--- config.mk ---
export PLATFORM = sky130hd
export DESIGN_NAME = nibble_serial_add_ctrl_flat
export DESIGN_NICKNAME = d
export VERILOG_FILES = /design/src/rtl/nibble_serial_add_ctrl_pkg.sv /design/src/rtl/nibble_serial_add_ctrl_if.sv /design/src/rtl/nibble_serial_add_ctrl_slice_add.sv /design/src/rtl/nibble_serial_add_ctrl.sv /design/src/flat_wrapper.sv
export SDC_FILE = /design/constraint.sdc
export NUM_CORES = 1
export LEC_CHECK = 0
export BUFFER_PORTS_ARGS = -buffer_cell sky130_fd_sc_hd__buf_2
export CORE_ASPECT_RATIO = 0.9
export CORE_UTILIZATION = 45
export CTS_CLUSTER_DIAMETER = 80
export DETAILED_ROUTE_END_ITERATION = 10
export PLACE_DENSITY = 0.78
export SLEW_MARGIN = 20
export SYNTH_ARGS = -nofsm -noshare
export SYNTH_HDL_FRONTEND = slang
export SYNTH_SLANG_ARGS = --single-unit
--- constraint.sdc ---
create_clock -name clk -period 2.2 [get_ports clk]
set_input_delay 0.11 -clock clk [delete_from_list [all_inputs] [get_ports clk]]
set_output_delay 0.11 -clock clk [all_outputs]
set_load 0.005 [all_outputs]
--- src/rtl/nibble_serial_add_ctrl_pkg.sv ---
`default_nettype none
// ============================================================================
// Module   : nibble_serial_pkg
// Brief    : Shared constants, FSM encoding and sizing helper for the
//            nibble-serial adder.
// Revision : 1.0 - initial release
// ============================================================================
package nibble_serial_pkg;

  localparam int SLICE_W = 4;

  typedef enum logic [1:0] {
    IDLE = 2'd0,
    RUN  = 2'd1,
    DONE = 2'd2
  } ser_state_t;

  // Counter width large enough to hold n-1, never narrower than one bit.
  function automatic int cnt_width(input int n);
    return (n <= 2) ? 1 : $clog2(n);
  endfunction

endpackage
`default_nettype wire

--- src/rtl/nibble_serial_add_ctrl_if.sv ---
`default_nettype none
// ============================================================================
// Module   : nibble_serial_add_ctrl_if
// Brief    : Operand/result valid-ready bus of the nibble-serial adder.
//            NIBBLE_SERIAL_SUB_EN adds the Sub operand-side control.
// Revision : 1.0 - initial release
// ============================================================================
interface nibble_serial_add_ctrl_if #(
  parameter int WIDTH = 16
);
  logic             in_valid;
  logic             in_ready;
  logic [WIDTH-1:0] A;
  logic [WIDTH-1:0] B;
  logic             Cin;
  logic             out_valid;
  logic             out_ready;
  logic [WIDTH-1:0] Sum;
  logic             Cout;
  logic             Ovf;
`ifdef NIBBLE_SERIAL_SUB_EN
  logic             Sub;

  modport master (
    output in_valid, A, B, Cin, Sub, out_ready,
    input  in_ready, out_valid, Sum, Cout, Ovf
  );
  modport slave (
    input  in_valid, A, B, Cin, Sub, out_ready,
    output in_ready, out_valid, Sum, Cout, Ovf
  );
`else
  modport master (
    output in_valid, A, B, Cin, out_ready,
    input  in_ready, out_valid, Sum, Cout, Ovf
  );
  modport slave (
    input  in_valid, A, B, Cin, out_ready,
    output in_ready, out_valid, Sum, Cout, Ovf
  );
`endif
endinterface
`default_nettype wire

--- src/rtl/nibble_serial_add_ctrl_slice_add.sv ---
`default_nettype none
// ============================================================================
// Module   : nibble_slice_add
// Brief    : 4-bit ripple-carry adder built from four full-adder cells.
// Revision : 1.0 - initial release
// ============================================================================
module nibble_slice_add
  import nibble_serial_pkg::*;
(
  input  wire logic [SLICE_W-1:0] A,
  input  wire logic [SLICE_W-1:0] B,
  input  wire logic               Cin,
  output logic      [SLICE_W-1:0] Sum,
  output logic                    Cout,
  output logic                    C3
);

  logic [SLICE_W:0] w_c;

  assign w_c[0] = Cin;

  for (genvar i = 0; i < SLICE_W; i++) begin : g_fa
    assign Sum[i]   = A[i] ^ B[i] ^ w_c[i];
    assign w_c[i+1] = (A[i] & B[i]) | (w_c[i] & (A[i] ^ B[i]));
  end

  assign Cout = w_c[SLICE_W];
  // Carry into the top bit; XOR with Cout gives signed overflow of the MSB nibble.
  assign C3   = w_c[SLICE_W-1];

endmodule
`default_nettype wire

--- src/rtl/nibble_serial_add_ctrl.sv ---
`default_nettype none
// ============================================================================
// Module   : nibble_serial_add_ctrl
// Brief    : WIDTH-bit adder that reuses one 4-bit slice, one nibble per clock.
//            NIBBLE_SERIAL_SUB_EN enables A-B via the Sub operand bit.
// Revision : 1.0 - initial release
// ============================================================================
module nibble_serial_add_ctrl
  import nibble_serial_pkg::*;
#(
  parameter int WIDTH = 16
) (
  input wire logic                 clk,
  input wire logic                 rst,
  nibble_serial_add_ctrl_if.slave  bus
);

  localparam int NSLICE = WIDTH / SLICE_W;
  localparam int CNT_W  = cnt_width(NSLICE);
  localparam logic [CNT_W-1:0] LAST_CNT = CNT_W'(NSLICE - 1);

  if ((WIDTH % SLICE_W) != 0 || WIDTH < 8) begin : g_bad_width
    $error("nibble_serial_add_ctrl: WIDTH must be a multiple of 4 and >= 8");
  end

  ser_state_t         r_state;
  ser_state_t         w_nxt_state;
  logic [WIDTH-1:0]   r_a;
  logic [WIDTH-1:0]   r_b;
  logic [WIDTH-SLICE_W-1:0] r_acc;
  logic               r_carry;
  logic [CNT_W-1:0]   r_cnt;
  logic [WIDTH-1:0]   r_sum;
  logic               r_cout;
  logic               r_ovf;

  logic [SLICE_W-1:0] w_nib_sum;
  logic               w_nib_cout;
  logic               w_nib_c3;
  logic [WIDTH-1:0]   w_shift;
  logic               w_accept;
  logic               w_last;
  logic [WIDTH-1:0]   w_b_load;
  logic               w_c_load;

`ifdef NIBBLE_SERIAL_SUB_EN
  // Subtract as A + ~B + 1; Cin is not used in that mode.
  assign w_b_load = bus.Sub ? ~bus.B : bus.B;
  assign w_c_load = bus.Sub ? 1'b1   : bus.Cin;
`else
  assign w_b_load = bus.B;
  assign w_c_load = bus.Cin;
`endif

  nibble_slice_add u_slice (
    .A    (r_a[SLICE_W-1:0]),
    .B    (r_b[SLICE_W-1:0]),
    .Cin  (r_carry),
    .Sum  (w_nib_sum),
    .Cout (w_nib_cout),
    .C3   (w_nib_c3)
  );

  assign w_accept = bus.in_valid && (r_state == IDLE);
  assign w_last   = (r_state == RUN) && (r_cnt == LAST_CNT);
  // Earlier nibbles sit in r_acc; on the last step this is the full result.
  assign w_shift  = {w_nib_sum, r_acc};

  always_ff @(posedge clk) begin
    if (rst) r_state <= IDLE;
    else     r_state <= w_nxt_state;
  end

  always_comb begin
    w_nxt_state = r_state;
    case (r_state)
      IDLE:    if (bus.in_valid)  w_nxt_state = RUN;
      RUN:     if (w_last)        w_nxt_state = DONE;
      DONE:    if (bus.out_ready) w_nxt_state = IDLE;
      default:                    w_nxt_state = IDLE;
    endcase
  end

  always_ff @(posedge clk) begin
    if (rst) begin
      r_a     <= '0;
      r_b     <= '0;
      r_acc   <= '0;
      r_carry <= 1'b0;
      r_cnt   <= '0;
      r_sum   <= '0;
      r_cout  <= 1'b0;
      r_ovf   <= 1'b0;
    end else if (w_accept) begin
      r_a     <= bus.A;
      r_b     <= w_b_load;
      r_carry <= w_c_load;
      r_cnt   <= '0;
    end else if (r_state == RUN) begin
      r_a     <= r_a >> SLICE_W;
      r_b     <= r_b >> SLICE_W;
      r_acc   <= w_shift[WIDTH-1:SLICE_W];
      r_carry <= w_nib_cout;
      r_cnt   <= r_cnt + 1'b1;
      if (w_last) begin
        r_sum  <= w_shift;
        r_cout <= w_nib_cout;
        r_ovf  <= w_nib_c3 ^ w_nib_cout;
      end
    end
  end

  assign bus.in_ready  = (r_state == IDLE);
  assign bus.out_valid = (r_state == DONE);
  assign bus.Sum       = r_sum;
  assign bus.Cout      = r_cout;
  assign bus.Ovf       = r_ovf;

endmodule
`default_nettype wire
--- src/flat_wrapper.sv ---
// flat-port wrapper written by rule: the top's interface ports become plain ports
module nibble_serial_add_ctrl_flat import nibble_serial_pkg::*;
#(
  parameter int WIDTH = 16
)
  (clk, rst, bus_in_valid, bus_A, bus_B, bus_Cin, bus_out_ready, bus_in_ready, bus_out_valid, bus_Sum, bus_Cout, bus_Ovf);
  nibble_serial_add_ctrl_if #(.WIDTH(WIDTH)) bus_i ();
  input wire logic clk;
  input wire logic rst;
  input wire logic [$bits(bus_i.in_valid)-1:0] bus_in_valid;
  input wire logic [$bits(bus_i.A)-1:0] bus_A;
  input wire logic [$bits(bus_i.B)-1:0] bus_B;
  input wire logic [$bits(bus_i.Cin)-1:0] bus_Cin;
  input wire logic [$bits(bus_i.out_ready)-1:0] bus_out_ready;
  output wire logic [$bits(bus_i.in_ready)-1:0] bus_in_ready;
  output wire logic [$bits(bus_i.out_valid)-1:0] bus_out_valid;
  output wire logic [$bits(bus_i.Sum)-1:0] bus_Sum;
  output wire logic [$bits(bus_i.Cout)-1:0] bus_Cout;
  output wire logic [$bits(bus_i.Ovf)-1:0] bus_Ovf;
  assign bus_i.in_valid = bus_in_valid;
  assign bus_i.A = bus_A;
  assign bus_i.B = bus_B;
  assign bus_i.Cin = bus_Cin;
  assign bus_i.out_ready = bus_out_ready;
  assign bus_in_ready = bus_i.in_ready;
  assign bus_out_valid = bus_i.out_valid;
  assign bus_Sum = bus_i.Sum;
  assign bus_Cout = bus_i.Cout;
  assign bus_Ovf = bus_i.Ovf;
  nibble_serial_add_ctrl #(.WIDTH(WIDTH)) u_core (.clk(clk), .rst(rst), .bus(bus_i));
endmodule
; ---- Word-level counts from Yosys, hierarchy flattened
; Index checks and enable logic that the tools add are counted.
[op_classes]
add_sub_neg = 1
n_reduce_logical = 8
bitwise_logic = 22
mux = 10
n_eq_ne = 6
[op_table]
columns = op, n
row1 = $mux 16, 4
row2 = $xor 1x1->1, 9
row3 = $and 1x1->1, 8
row4 = $mux 2, 3
row5 = $pmux 2 s3, 1
row6 = $reduce_and 3->1, 2
row7 = $eq 2x2->1 const B, 2
row8 = $ne 2x2->1 const B, 2
row9 = $or 1x1->1, 4
row10 = $add 2x1->2 const B, 1
row11 = $eq 2x1->1 const B, 1
row12 = $logic_and 1x1->1, 2
row13 = $logic_not 2->1, 1
row14 = $mux 1, 2
row15 = $ne 2x1->1 const B, 1
row16 = $reduce_and 2->1, 1
row17 = $reduce_bool 2->1, 1
row18 = $reduce_or 2->1, 1
row19 = $not 1->1, 1
[word_totals]
output_inout_bits = 20
reg_bits = 67
wordCells = 56

; ---- Depth between registers and ports, before layout
[logic_depth]
word_depth = 11
mapped_depth = 10
depth_no_buf = 10

; ---- Cells and area by module
; Synthesis repeated with hierarchy kept, for this count alone.
[hier_totals]
cells_unflattened = 351
area_unflattened_um2 = 2857.7
[by_module_without_submodules]
columns = mod, cells_per_inst, area_per_inst_um2, n_inst
row1 = nibble_serial_add_ctrl, 339, 2747.6, 1
row2 = nibble_slice_add, 12, 110.1, 1

; ---- Worst setup path after synthesis
; OpenSTA, ideal clock, no wires.
[synth_timing]
path_type = register to register
start = register u_core.r_carry
end = register u_core.r_sum[15] (netlist: u_core.bus.Sum[15])
setup_time_ns = 0.086
path_slack_ns = 0.096
synth_period_minus_slack_ns = 2.104
n_path_buf = 0
t_required_ns = 2.114
t_arrival_ns = 2.019
path_stages_with_launch = 9
path_cell_list = dfxtp_1 -> fa_1 -> inv_1 -> fa_1 -> inv_1 -> fa_1 -> inv_1 -> fa_1 -> a211oi_1
[synth_between]
elab_chain_len = 7
[synth_lines]
columns = item, line
row1 = from (decl), nibble_serial_add_ctrl.sv:31  ; logic r_carry;
row2 = from (signal assigned), nibble_serial_add_ctrl.sv:97  ; r_carry <= w_c_load;
row3 = from (signal assigned), nibble_serial_add_ctrl.sv:103  ; r_carry <= w_nib_cout;
row4 = $and 1x1->1, nibble_serial_add_ctrl_slice_add.sv:24  ; assign w_c[i+1] = (A[i] & B[i]) | (w_c[i] & (A[i] ^ B[i]));
row5 = $or 1x1->1, nibble_serial_add_ctrl_slice_add.sv:24
row6 = $and 1x1->1, nibble_serial_add_ctrl_slice_add.sv:24
row7 = $or 1x1->1, nibble_serial_add_ctrl_slice_add.sv:24
row8 = $and 1x1->1, nibble_serial_add_ctrl_slice_add.sv:24
row9 = $or 1x1->1, nibble_serial_add_ctrl_slice_add.sv:24
row10 = $xor 1x1->1, nibble_serial_add_ctrl_slice_add.sv:23  ; assign Sum[i] = A[i] ^ B[i] ^ w_c[i];
row11 = to (signal assigned), nibble_serial_add_ctrl.sv:106  ; r_sum <= w_shift;
row12 = to (decl), nibble_serial_add_ctrl.sv:33  ; logic [WIDTH-1:0] r_sum;
; Every way passes these cells.
; A chain may end at the register's enable or synchronous reset.

; ---- Final worst setup path
; Same ends and word-level chain as after synthesis.

==> flow_metrics.env <==
export IMPL_h_tree_depth=3
export IMPL_fp_dieW_um=84.3
export IMPL_crit_top_cell="fa_2"
export IMPL_hpwl_um=4060
export IMPL_setup_violations=0
export IMPL_rsz0062_at_grt="yes"
export IMPL_io_pins=57
export IMPL_core_area_mm2=0.00579
export IMPL_cts_buffers=9
export IMPL_arrival_ns=2.45
export IMPL_fin_ws_ns=0.0220
export IMPL_firstDrtPassIters=10
export IMPL_routed_wl_um=6080
export IMPL_dp_slack_ns=-0.0000324
export IMPL_worst_path_largest_cell_delay_ns=0.45
export IMPL_io_buffers=56
export IMPL_clock_path_buffers=2
export IMPL_tritoncts="built"
export IMPL_peakVddDrop_mv=0.359
export IMPL_startpoint_type="flip-flop"
export IMPL_route_detailed_drc=4
export IMPL_clk_pin_slew_ns=0.07
export IMPL_yosys_warnings=0
export IMPL_via_per_inst=5.25
export IMPL_yosysSeqAreaShare=0.489
export IMPL_top_usage_layer="met2"
export IMPL_clock_latency_ns=0.35
export IMPL_cts_sinks=67
export IMPL_hold_violations=0
export IMPL_cp_buffers_inverters=3
export IMPL_period_needed_ns=2.18
export IMPL_antenna_left=0
export IMPL_violations="design-rule violations"
export IMPL_track_usage=0.206
export IMPL_synth_edf_count=0
export IMPL_min_period_over_period=0.990
export IMPL_seq_area_mm2=0.00134
export IMPL_synth_ff_latch_count=67
export IMPL_start_util=0.474
export IMPL_first_global_vias=2326
export IMPL_fin_util=0.586
export IMPL_grt_pass1_wl_um=10500
export IMPL_critPathSlowestCell="fa_2"
export IMPL_synth_cell_types=32
export IMPL_gp_congestion=0.810
export IMPL_overflow=0
export IMPL_nNetsFinal=431
export IMPL_multi_input_area_mm2=0.00125
export IMPL_synthArstFlopShare=0
export IMPL_synthCells=329
export IMPL_synth_nets=371
export IMPL_rows=26
export IMPL_hold_ws_ns=0.0346
export IMPL_cpLargestDelayFamily="adder cells"
export IMPL_fmax_mhz=459
export IMPL_fillers=529
export IMPL_outcome="complete, but fails checks"
export IMPL_timing_slew_headroom=0.636
export IMPL_antenna_found_initial=0
export IMPL_tightest_slew_ns=0.546
export IMPL_grt_util_met2=0.353
export IMPL_p_leak_nw=1.35
export IMPL_dr_total_vias=2435
export IMPL_wl_per_cell_um=13.1
export IMPL_grt_max_degree=32
export IMPL_power_density_mw_per_mm2=835
export IMPL_diodes=0
export IMPL_drtIter0Drc=123
export IMPL_crit_path_max_fanout=2
export IMPL_hold_path_class="in -> reg"
export IMPL_cp_cell_sequence="fa_2 > inv_2 > fa_2 > inv_2 > fa_2 > inv_2 > fa_2 > a211oi_2"
export IMPL_met1_usage=0.244
export IMPL_met3_usage=0.0628
export IMPL_final_common_cell="nand2_1"
export IMPL_die_y_um=76.1
export IMPL_layout_common_cells="nand2_1 (75), dfxtp_1 (66), buf_2 (56)"
export IMPL_avgSynthCellArea_um2=8.34
export IMPL_synthToLayoutAreaGrowth_pct=23.7
export IMPL_critPathKind="reg -> reg"
export IMPL_setup_tns_ns=0
export IMPL_skew_ns=0.00625
export IMPL_maxCapViolations=0
export IMPL_cp_required_ns=2.47
export IMPL_synth_ff_type="dfxtp_1"
export IMPL_drive_gt1_frac=0.244
export IMPL_cts_root_buf="clkbuf_8"
export IMPL_endpoint_kind="flip-flop"
export IMPL_synth_area_mm2=0.00274
export IMPL_die_area_mm2=0.00641
export IMPL_finalPower_mw=2.83
export IMPL_drv_slew=0
==> registers in the layout, indices dropped and copies added, names as in the netlist <==
signal,flops
u_core.r_state,2
u_core.r_b,16
u_core.r_a,16
u_core.bus.Sum,16
u_core.r_cnt,2
u_core.bus.Cout,1
u_core.r_carry,1
u_core.r_acc,12
u_core.bus.Ovf,1
==> cell usage after synthesis (all sizes together) (4+ instances only) <==
library cell  instances  share of area
dfxtp                67           0.49
nor2                 36          0.049
nand2                75           0.10
a21oi                48          0.088
fa                    4          0.029
a211oi               29          0.079
o2bb2ai               4          0.013
nand3                 8          0.015
inv                   7         0.0096
clkbuf                7         0.0096
o22ai                 5          0.011
buf                  18          0.042
==> tightest hold or removal path, cell delays in order <==
cell      delay (ns)
buf_2           0.07
nand2b_1        0.09
a21oi_1         0.06
==> final cells by class <==
class                           instances  area share
Sequential cell                        67       0.396
Clock inverter                          5      0.0247
Tap cell                               70      0.0258
Multi-Input combinational cell        228       0.368
Clock buffer                           11      0.0446
Inverter                                9     0.00996
Timing Repair Buffer                   74       0.131
==> stage by stage <==
stage               cells  cell area [µm²]
finish                464             3390
global route          464             3390
CTS                   463             3360
detailed placement    440             3060
global placement      440             3060
floorplan             329             2740
==> worst paths after layout <==
path                     start            endpoint  slack [ns]  cells past startpoint
max             u_core.r_carry  u_core.bus.Sum[15]        0.02                      8
min              bus_out_ready   u_core.r_state[1]        0.03                      3
max reg2reg     u_core.r_carry  u_core.bus.Sum[15]        0.02                      8
min reg2reg  u_core.bus.Sum[3]   u_core.bus.Sum[3]        0.45                      2
==> per-layer routing <==
metal	wire length, µm	share of wire
met1	2750	0.45
met2	2970	0.49
met3	256	0.042
met4	104	0.017
met5	0	0
==> logic make-up (layout without fill, tap and decap cells) <==
kind of cell | Yosys count | after routing | synth area share
xor+xnor | 2 | 2 | 0.00639
simple gates | 130 | 130 | 0.198
flops | 67 | 67 | 0.489
fa+ha+maj | 5 | 5 | 0.0338
buf+inv | 34 | 99 | 0.0639
compound gates | 90 | 90 | 0.205
mux | 1 | 1 | 0.00365
==> where the power goes <==
group          internal, mW  switching (mW)  total, mW
clock network         0.703           0.467       1.17
registers              1.28          0.0449       1.33
logic                 0.150           0.188      0.337
==> repair_timing <==
| item | 4_1_cts | 5_1_grt |
|---|---|---|
| hold buffers | 7 | 0 |
| endpoints found under the setup margin | 2 | 4 |
| buffers inserted | 0 | 1 |
| pin swaps | 0 | 4 |
| hold endpoints to repair | 7 | 0 |
| gates resized for setup | 1 | 9 |
No activity file was read; power rests on OpenSTA's default activity.
